===== config.mk =====
export PLATFORM = sky130hd
export DESIGN_NAME = stopwatch_ctrl
export DESIGN_NICKNAME = d
export VERILOG_FILES = /design/src/rtl/stopwatch_ctrl.sv
export SDC_FILE = /design/constraint.sdc
export NUM_CORES = 1
export LEC_CHECK = 0
export BUFFER_PORTS_ARGS = -buffer_cell sky130_fd_sc_hd__buf_2
export CORE_MARGIN = 4
export CORE_UTILIZATION = 35
export DETAILED_ROUTE_END_ITERATION = 10
export GPL_TIMING_DRIVEN = 0
export SLEW_MARGIN = 10
export SYNTH_ARGS = -nofsm -noshare
export SYNTH_HDL_FRONTEND = slang
export SYNTH_SLANG_ARGS = --single-unit

===== constraint.sdc =====
create_clock -name clk -period 2.1 [get_ports clk]
set_input_delay 0.21 -clock clk [delete_from_list [all_inputs] [get_ports clk]]
set_output_delay 0.21 -clock clk [all_outputs]
set_load 0.02 [all_outputs]

===== src/rtl/stopwatch_ctrl.sv =====
// Stopwatch sequencer: conditions two push-buttons, runs the IDLE/COUNT/LAP/STOP FSM and
// paces the display counter with a prescaler. Outputs are registered from next-state values.
module stopwatch_ctrl #(
  parameter int unsigned TICK_DIV = 4
) (
  input  logic       clk,
  input  logic       rst,
  input  logic       btn_ss,
  input  logic       btn_lr,
  output logic       ci,
  output logic       ld,
  output logic       clr,
  output logic [1:0] state
);

  localparam int unsigned PreW = (TICK_DIV > 1) ? $clog2(TICK_DIV) : 1;
  localparam logic [PreW-1:0] PreMax = PreW'(TICK_DIV - 1);

  typedef enum logic [1:0] {
    StIdle  = 2'b00,
    StCount = 2'b01,
    StLap   = 2'b10,
    StStop  = 2'b11
  } state_e;

  state_e          state_q, state_d;
  logic [PreW-1:0] pre_q, pre_d;
  // Bit 0 is start/stop, bit 1 is lap/reset.
  logic [1:0]      s1_q, s2_q, prev_q;
  logic            ss_edge, lr_edge;
  logic            ci_q, ld_q, clr_q;
  logic            ci_d, ld_d, clr_d;

  assign ss_edge = s2_q[0] & ~prev_q[0];
  assign lr_edge = s2_q[1] & ~prev_q[1];

  // Start/stop takes priority over lap/reset when both arrive together.
  always_comb begin
    state_d = state_q;
    case (state_q)
      StIdle: begin
        if (ss_edge) state_d = StCount;
      end
      StCount: begin
        if (ss_edge)      state_d = StStop;
        else if (lr_edge) state_d = StLap;
      end
      StLap: begin
        if (ss_edge)      state_d = StStop;
        else if (lr_edge) state_d = StCount;
      end
      StStop: begin
        if (ss_edge)      state_d = StCount;
        else if (lr_edge) state_d = StIdle;
      end
      default: state_d = StIdle;
    endcase
  end

  // STOP holds the prescaler so the tick phase survives a stop/resume.
  always_comb begin
    pre_d = pre_q;
    if (state_q == StIdle || state_d == StIdle) begin
      pre_d = '0;
    end else if (state_q == StCount || state_q == StLap) begin
      pre_d = (pre_q == PreMax) ? '0 : pre_q + 1'b1;
    end
  end

  always_comb begin
    ci_d  = (state_d == StCount || state_d == StLap) && (pre_d == PreMax);
    ld_d  = (state_d == StCount || state_d == StStop);
    clr_d = (state_d == StIdle);
  end

  // Synchronizers reset high so a button held through reset yields no edge.
  always_ff @(posedge clk) begin
    if (rst) begin
      s1_q    <= 2'b11;
      s2_q    <= 2'b11;
      prev_q  <= 2'b11;
      state_q <= StIdle;
      pre_q   <= '0;
      ci_q    <= 1'b0;
      ld_q    <= 1'b0;
      clr_q   <= 1'b1;
    end else begin
      s1_q    <= {btn_lr, btn_ss};
      s2_q    <= s1_q;
      prev_q  <= s2_q;
      state_q <= state_d;
      pre_q   <= pre_d;
      ci_q    <= ci_d;
      ld_q    <= ld_d;
      clr_q   <= clr_d;
    end
  end

  assign ci    = ci_q;
  assign ld    = ld_q;
  assign clr   = clr_q;
  assign state = state_q;

endmodule


==> impl_metrics.toml <==
[finish]
layoutNonFillerInstCount = 89
areaGrowthSynthToFinish_pct = 32.1
final_area_sq_um = 808
num_antenna_cells = 0
layout-drive-gt1-share = 0.507
layout_common_cells = "dfxtp_1 (11), or2_2 (8), buf_2 (8), nor2_1 (5)"
final_common_cell = "dfxtp_1"
seq_area_sq_um = 268
nets = 86
final_util = 0.513
multiInputGateArea_sq_um = 412
n_fill_cell = 147

[synthesis]
synth_area_sq_um = 612
post_synth_fa_ha_maj_area_fraction = 0.164
synth_cell_types = 23
synth_mux_area_frac = 0.0164
synth_cells = 58
synth_compound_area_frac = 0.0654
synth_nets = 70
ys_seq_elements = 13
synth_top_family_by_area = "simple AND/OR/NAND/NOR gates"
yosys.area_share.simple = 0.305
synth_area_per_cell_sq_um = 10.5
yosysSeqAreaShare = 0.425
synthXorXnorAreaFrac = 0
ys.warnings.count = 0

[grt]
antenna_found_initial = 0
grt_pass1_vias = 406
grt_max_degree = 11
track_usage = 0.0880
grt_pass1_wl_mm = 1.70
overflow = 0

[clock_network]
cts-buffers-inserted = 3
cts.hold.buffers_added = 0
htreeDepth = 1
cts_tree = "done"
cts_buffer_depth = 2
cts_sinks = 13
clock_latency_ns = 0.27
clockRootBuffer = "clkbuf_4"
clkSlewWorstSetupHoldPaths_ns = 0.08

[timing]
slew_headroom = 0.641
finClkSkew_ns = 0.00329
worst_slew_pin_slew_ns = 0.534
finalSetupViolations = 0
holdWs_ns = 0.113
slew_violations = 0
finalCritPeriodShare = 0.993
finalHoldViolCount = 0
period_minus_slack_ns = 2.09
max_freq_mhz = 479
rsz0062_at_grt = "yes"
fin_tns_setup_ns = 0

[die]
initial_utilization = 0.388
die_w_um = 49.8
ios = 9
die_h_um = 49.8
die_area_sq_um = 2480
core_region_area_sq_um = 1580
row_count = 14

[critical_path]
path_depth = 7
crit_buf_inv = 1
critPathRequiredTime_ns = 2.32
path_common_cell = "ha_4"
critPathMaxStageDelay_ns = 0.56
cp-end-kind = "flop"
slowest_stage = "or4b_4"
critical_path_class = "flop to flop"
crit_family = "simple AND/OR/NAND/NOR gates"
worstPathArrival_ns = 2.31
start_kind = "flop"
rr_worst_depth = 7
crit_fanout = 6
crit_chain = "inv_4 > ha_4 > o21a_1 > or4b_4 > ha_4 > nor4_4 > and4b_1"

[drt]
drc = 0
drt-pass1-iter-count = 3
drt-total-wl_um = 970
ant_nets = 0
wl_per_cell_um = 10.9
drt-initial-drc-count = 4
viasPerCell = 4.88
via_count = 434

[placed_design]
port_buffers = 8
dp_cells = 82
routabilityCongestion = 0.729
dpl.hpwl_um = 698
dpl_cell_area_sq_um = 703

[run]
drv_cap = 0

[power]
comb_power_share = 0.096
p_leak_nw = 0.335
switchingPower_uw = 104
switching_share = 0.231
p_seq_frac = 0.566
p_int_uw = 346
ir_drop_uv = 383
p_clk_frac = 0.338
p_per_area_nw_per_um2 = 556

[run_status]
status = "complete, no violations"

[hold_path]
hp-class = "primary input to flop"
min_path_cells = 2
cells by family after synthesis:
kind of cell / Yosys count
and+or+nand+nor: 28
AOI/OAI and AO/OA: 4
buffers and inverters: 4
DFF: 13
adders and majority gates: 8
muxes: 1
worst register-to-register path, delay by kind of cell (launching register included):
kind	cells	cell delay [ns]
AOI/OAI and AO/OA	1	0.20
and+or+nand+nor	3	1.02
buffers and inverters	1	0.06
adders and majority gates	2	0.37
DFF	1	0.39
cell usage after synthesis:
master    number  area, sq um
nor4b_1        1         8.76
nor2b_1        1         6.26
ha_1           8          100
clkbuf_1       1         3.75
nor4_1         4         25.0
or3b_4         1         11.3
nor3_1         1         5.00
a221oi_2       1         15.0
nand2b_1       1         6.26
inv_1          3         11.3
nor2_1         5         18.8
a21oi_1        1         5.00
mux2i_1        1         10.0
or4b_1         1         10.0
a211oi_2       1         12.5
nor3b_1        1         7.51
dfxtp_1       13          260
and2b_1        1         7.51
or2_2          8         50.1
or2b_1         1         7.51
and4b_1        1         10.0
o21a_1         1         7.51
and4bb_2       1         12.5
final timing paths:
kind	startpoint	endpoint	slack (ns)
worst max-delay path	state[1]$_SDFF_PP0_	ci$_SDFF_PP0_	0.01
worst min-delay path	btn_lr	s1_q[1]$_SDFF_PP1_	0.11
worst max register to register	state[1]$_SDFF_PP0_	ci$_SDFF_PP0_	0.01
worst min register to register	s1_q[0]$_SDFF_PP1_	s2_q[0]$_SDFF_PP1_	0.41
what timing repair did:
action / CTS / global route
pin swaps: 7 / 1
resized for setup: 10 / 1
endpoints found under the setup margin: 2 / 3
buffers inserted: 3 / 0
sequential cells by signal (all words and copies together), names as in the netlist:
signal and flops:
pre_q 2, prev_q 2, s1_q 2, s2_q 2, state 2, ci 1, clr 1, ld 1
metal layers:
| metal | vias up | GRT usage | wire length [um] |
|---|---|---|---|
| met2 | 9 | 0.128 | 410 |
| met3 | 4 | 0.0181 | 53 |
| met1 | 189 | 0.117 | 482 |
| li1 | 232 | - | - |
| met4 | 0 | 0.0553 | 24 |
| met5 | - | 0 | 0 |
cell type report:
| type | instances | area share |
|---|---|---|
| Inverter | 3 | 0.0201 |
| Tap cell | 16 | 0.0248 |
| Buffer | 1 | 0.00464 |
| Timing Repair Buffer | 11 | 0.0774 |
| Sequential cell | 13 | 0.331 |
| Multi-Input combinational cell | 41 | 0.509 |
| Clock buffer | 4 | 0.0325 |
power by group through the flow:
stage               Sequential [mW]  Clock (mW)  Combinational, mW
finish                        0.254       0.152             0.0430
global route                  0.255       0.165             0.0484
CTS                           0.254       0.156             0.0428
detailed placement            0.260           0             0.0371
global placement              0.259           0             0.0370
floorplan                     0.262           0             0.0248
stage by stage:
step / power [mW] / worst slack [ns]
after global routing: 0.468 / -0.0743
final: 0.450 / 0.0140
after CTS: 0.453 / 0.000520
after detailed placement: 0.297 / -0.0992
after floorplan: 0.286 / 0.00157
after global placement: 0.297 / -0.106
(Power assumes the default switching activity.)
